==> config.mk <==
export PLATFORM = sky130hd
export DESIGN_NAME = acc_dispatch_unit
export DESIGN_NICKNAME = d
export VERILOG_FILES = /design/src/rtl/acc_dispatch_unit.sv
export SDC_FILE = /design/constraint.sdc
export NUM_CORES = 1
export LEC_CHECK = 0
export CAP_MARGIN = 20
export CORE_AREA = 5 5 478 480
export CTS_CLUSTER_DIAMETER = 150
export DETAILED_ROUTE_END_ITERATION = 12
export DIE_AREA = 0 0 483 485
export GPL_ROUTABILITY_DRIVEN = 0
export SYNTH_ARGS = -nofsm -noshare
export SYNTH_HDL_FRONTEND = slang
export SYNTH_SLANG_ARGS = --single-unit
==> constraint.sdc <==
create_clock -name clk -period 18.3 [get_ports clk]
set_input_delay 2.745 -clock clk [delete_from_list [all_inputs] [get_ports clk]]
set_output_delay 2.745 -clock clk [all_outputs]
set_load 0.05 [all_outputs]
==> src/rtl/acc_dispatch_unit.sv <==
// Stamp-arbitrated dispatch of core requests onto N_ACC accumulators, each
// driving an external pipelined adder with result bypass on the return cycle.
module acc_dispatch_unit #(
    parameter int N_CORE   = 6,
    parameter int N_ACC    = 3,
    parameter int LATENCY  = 6,
    parameter int GC_WIDTH = 8,
    parameter int DW       = 32
) (
    input  logic                            clk,
    input  logic                            reset,
    input  logic [N_CORE*N_ACC-1:0]         req_valid,
    output logic [N_CORE*N_ACC-1:0]         req_ready,
    input  logic [N_CORE*N_ACC*DW-1:0]      req_data,
    input  logic [N_CORE*N_ACC*GC_WIDTH-1:0] req_stamp,
    input  logic                            order_max,
    input  logic [N_ACC-1:0]                acc_load,
    input  logic [N_ACC*DW-1:0]             acc_load_data,
    output logic [N_ACC-1:0]                add_valid,
    output logic [N_ACC*DW-1:0]             add_a,
    output logic [N_ACC*DW-1:0]             add_b,
    input  logic [N_ACC*DW-1:0]             add_result,
    output logic [N_ACC*DW-1:0]             acc_value,
    output logic [N_ACC-1:0]                acc_busy,
    output logic                            all_ready,
    output logic                            no_req
);

    localparam int CNTW = $clog2(LATENCY) + 1;
    localparam int CW   = (N_CORE > 1) ? $clog2(N_CORE) : 1;
    localparam logic [CNTW-1:0] CNT_LOAD = CNTW'(LATENCY);
    localparam logic [CNTW-1:0] CNT_ONE  = CNTW'(1);

    // count[a] == 1 marks the cycle whose add_result belongs to accumulator a.
    logic [CNTW-1:0]              count      [N_ACC];
    logic [DW-1:0]                acc_q      [N_ACC];
    logic signed [GC_WIDTH-1:0]   best_stamp [N_ACC];
    logic [CW-1:0]                win_core   [N_ACC];
    logic [N_ACC-1:0]             win_found;
    logic [N_ACC-1:0]             slot_open;
    logic [N_ACC-1:0]             dispatch;

    // Winner search: strict comparison keeps the lowest core index on ties.
    always_comb begin
        logic signed [GC_WIDTH-1:0] cand;
        logic                       better;
        cand   = '0;
        better = 1'b0;
        for (int a = 0; a < N_ACC; a++) begin
            win_found[a]  = 1'b0;
            win_core[a]   = '0;
            best_stamp[a] = '0;
            for (int c = 0; c < N_CORE; c++) begin
                if (req_valid[c*N_ACC+a]) begin
                    cand   = $signed(req_stamp[(c*N_ACC+a)*GC_WIDTH +: GC_WIDTH]);
                    better = order_max ? (cand > best_stamp[a]) : (cand < best_stamp[a]);
                    if (!win_found[a] || better) begin
                        win_found[a]  = 1'b1;
                        win_core[a]   = CW'(c);
                        best_stamp[a] = cand;
                    end
                end
            end
        end
    end

    // Handshake: a transfer to accumulator a happens in any cycle where
    // req_valid and req_ready are both high on the same bit; ready is offered
    // only to the current winner, never depends on its own ready, and is
    // withheld during reset, a load request, or while an older add is more
    // than one cycle from returning.
    always_comb begin
        req_ready = '0;
        for (int a = 0; a < N_ACC; a++) begin
            slot_open[a] = !reset && !acc_load[a] && (count[a] <= CNT_ONE);
            for (int c = 0; c < N_CORE; c++) begin
                if (slot_open[a] && win_found[a] && (win_core[a] == CW'(c)))
                    req_ready[c*N_ACC+a] = 1'b1;
            end
        end
    end

    always_comb begin
        for (int a = 0; a < N_ACC; a++) begin
            dispatch[a] = 1'b0;
            for (int c = 0; c < N_CORE; c++)
                dispatch[a] = dispatch[a] | (req_valid[c*N_ACC+a] & req_ready[c*N_ACC+a]);
        end
    end

    // Operand mux; a dispatch on the return cycle takes the fresh result.
    always_comb begin
        add_a = '0;
        add_b = '0;
        for (int a = 0; a < N_ACC; a++) begin
            add_a[a*DW +: DW] = (count[a] == CNT_ONE) ? add_result[a*DW +: DW] : acc_q[a];
            for (int c = 0; c < N_CORE; c++) begin
                if (win_core[a] == CW'(c))
                    add_b[a*DW +: DW] = req_data[(c*N_ACC+a)*DW +: DW];
            end
        end
    end

    assign add_valid = dispatch;

    always_ff @(posedge clk) begin
        for (int a = 0; a < N_ACC; a++) begin
            if (reset) begin
                count[a] <= '0;
                acc_q[a] <= '0;
            end else begin
                if (dispatch[a])
                    count[a] <= CNT_LOAD;
                else if (count[a] != '0)
                    count[a] <= count[a] - CNT_ONE;

                if (count[a] == CNT_ONE)
                    acc_q[a] <= add_result[a*DW +: DW];
                else if (acc_load[a] && (count[a] == '0))
                    acc_q[a] <= acc_load_data[a*DW +: DW];
            end
        end
    end

    always_comb begin
        all_ready = 1'b1;
        for (int a = 0; a < N_ACC; a++) begin
            acc_value[a*DW +: DW] = acc_q[a];
            acc_busy[a]           = (count[a] != '0);
            all_ready             = all_ready & (count[a] <= CNT_ONE);
        end
    end

    assign no_req = ~|req_valid;

endmodule

==> metrics.yaml <==
status: "completed"
clock_sinks: 108
clkTransAtPathRegs_ns: 0.08
timing.rr.start: "count[0][1]$_DFFE_PP_"
setup-violations-final: 0
drt_pass1_iterations: 6
grt_start_max_net_pins: 76
max_slew.worst_pin.slew_ns: 1.04
layout_worst_path_cycle_share_pct: 96.5
end_kind: "output port"
use_met1_pct: 15.0
syn_avg_cell_area_sq_um: 7.88
min-delay-start: "count[1][0]$_SDFFCE_PN0P_"
drc_errors: 0
synth_top_area_share_pct: 21.2
power.density_nw_per_um2: 114
ios: 1250
arrival_ns: 14.91
die_x_um: 483
synthCells: 1942
power_leakage_nw: 11.8
r2r_setup_slack_ns: 14.63
grt_setup_unrepaired: "false"
ir_drop_v: 0.000101
die_h_um: 485
final_cell_mix: "clkdlybuf4s50_1, nand2_1, nor2_1"
syn_to_final_growth_pct: 112
grt_pass1_vias: 22900
rows: 174
critPathLaunchType: "primary input"
final_cells: 6159
die_area_sq_um: 234000
whs_ns: 0.629
cts.path.max_buffers: 2
timing_hold_violations_final: 0
start_util_pct: 6.84
final.setup.tns_ns: 0
antenna_found_initial: 311
first_iter_violations: 2344
worstReg2RegEnd: "count[0][3]$_SDFFCE_PN0P_"
async_reset_ff_share_pct: 0
cts_buffers: 9
critPathKind: "primary input to output port"
required_ns: 15.55
max_stage_delay_ns: 0.82
fin_util_pct: 14.5
path_common_cell: "ha_1"
via_count: 23600
root_buffer: "clkbuf_16"
worstPathMaxFanout: 26
hold_end: "count[1][0]$_SDFFCE_PN0P_"
yosysSeqAreaShare_pct: 21.2
clock_latency_ns: 0.42
fin_nets: 4148
core-area_sq_um: 224000
maxSlewViolCount: 0
ys_ff_latch: 108
io_buffers: 1249
use_met2_pct: 27.0
grt.total_usage_pct: 16.2
fin_crit_ns: 17.65
ant_nets: 0
grt_use_met3_pct: 12.4
routedWlPerCell_um: 32.9
total_power_mw: 3.69
cp_slowest_cell: "clkdlybuf4s50_1"
place_inst: 6064
ys_types: 72
hold_class: "register to register"
synth_edf_count: 108
htree_levels: 3
place_hpwl_um: 183000
synth_ff_type: "edfxtp_1"
skew_ns: 0.0197
yosys_warnings: 0
vias_per_cell: 3.83
slew_headroom_pct: 30.5
synth_area_sq_um: 15300
tritoncts: "yes"
drive_gt1_share_pct: 10.3
drt-total-wl_um: 202000
grt_pass1_wl_um: 248000
nFillCells: 25600
final_common_cell: "clkdlybuf4s50_1"
synthesis.nets: 3004
hold_buffers: 0
drv_cap: 0
hold_depth: 1
grt_overflow: 0
reg2reg_depth: 8
fmax_mhz: 56.6
grt-busiest-layer: "met2"
synth.largest_area_cell: "edfxtp_1"
synth_top_cells_by_area: "edfxtp_1, ha_1, mux2i_1, nand2_1, nor2_1"
[repair_timing]
item                                    in CTS  in global routing
resized for setup                            0                 12
endpoints found under the hold margin        0                  0
endpoints found under the setup margin       0                 90
setup buffers                                0                  0
[sequential cells by signal, summed over array words and instances (netlist names)]
name   count
acc_q     96
count     12
[where the power goes]
group	switching, mW	internal [mW]
Combinational	1.96	1.04
Clock	0.126	0.0990
Sequential	0.0682	0.396
[metal layers]
metal	vias to the layer above	share of wire (%)
met1	11000	31
met5	-	0.81
met3	657	17
li1	9798	-
met4	256	4.8
met2	1872	46
[logic make-up after synthesis]
logic type / synth area share [%]
xor gates and xnor gates: 0.343
muxes: 12.7
AOI/OAI and AO/OA: 28.3
adders and majority gates: 10.3
buffers and inverters: 6.11
DFF: 21.2
and+or+nand+nor: 21.0
[Yosys cell counts (56+ instances only)]
master,instances
a221oi_1,56
edfxtp_1,108
nor2_1,242
a22o_1,96
mux2_2,75
ha_1,126
inv_1,67
nand2_1,285
a31oi_1,61
mux2i_1,110
a21oi_1,86
clkbuf_1,115
[worst max path at each step]
stage	startpoint	to	slack, ns
after floorplan	req_valid[1]	req_ready[16]	1.09
after global placement	req_valid[1]	add_b[44]	0.78
after detailed placement	req_valid[1]	add_b[44]	0.25
after CTS	req_valid[1]	add_b[44]	0.17
after global routing	req_valid[1]	add_b[59]	0.02
final	req_valid[0]	add_b[18]	0.65
[final cells by class]
type	count	area, sq um	share of cell area (%)
Timing Repair Buffer	1291	13300	41.0
Clock buffer	9	225	0.695
Inverter	67	251	0.776
Sequential cell	108	3240	10.0
Tap cell	2992	3740	11.6
Clock inverter	7	86.3	0.267
Multi-Input combinational cell	1609	11400	35.1
Antenna cell	76	190	0.587
[per-stage QoR]
step | setup WS [ns] | area (sq um)
2_1_floorplan | 1.09 | 15300
6_report | 0.646 | 32400
5_1_grt | 0.0228 | 32300
4_1_cts | 0.166 | 32100
3_3_place_gp | 0.785 | 31800
3_5_place_dp | 0.255 | 31800
[worst max-delay path, delay by kind of cell]
| kind | cells | cell delay [ns] |
|---|---|---|
| simple gates | 12 | 2.27 |
| fa+ha+maj | 5 | 1.58 |
| mux | 4 | 1.70 |
| compound gates | 21 | 4.81 |
| buf+inv | 4 | 1.76 |
Note: power is estimated with default switching activity, not from simulation.
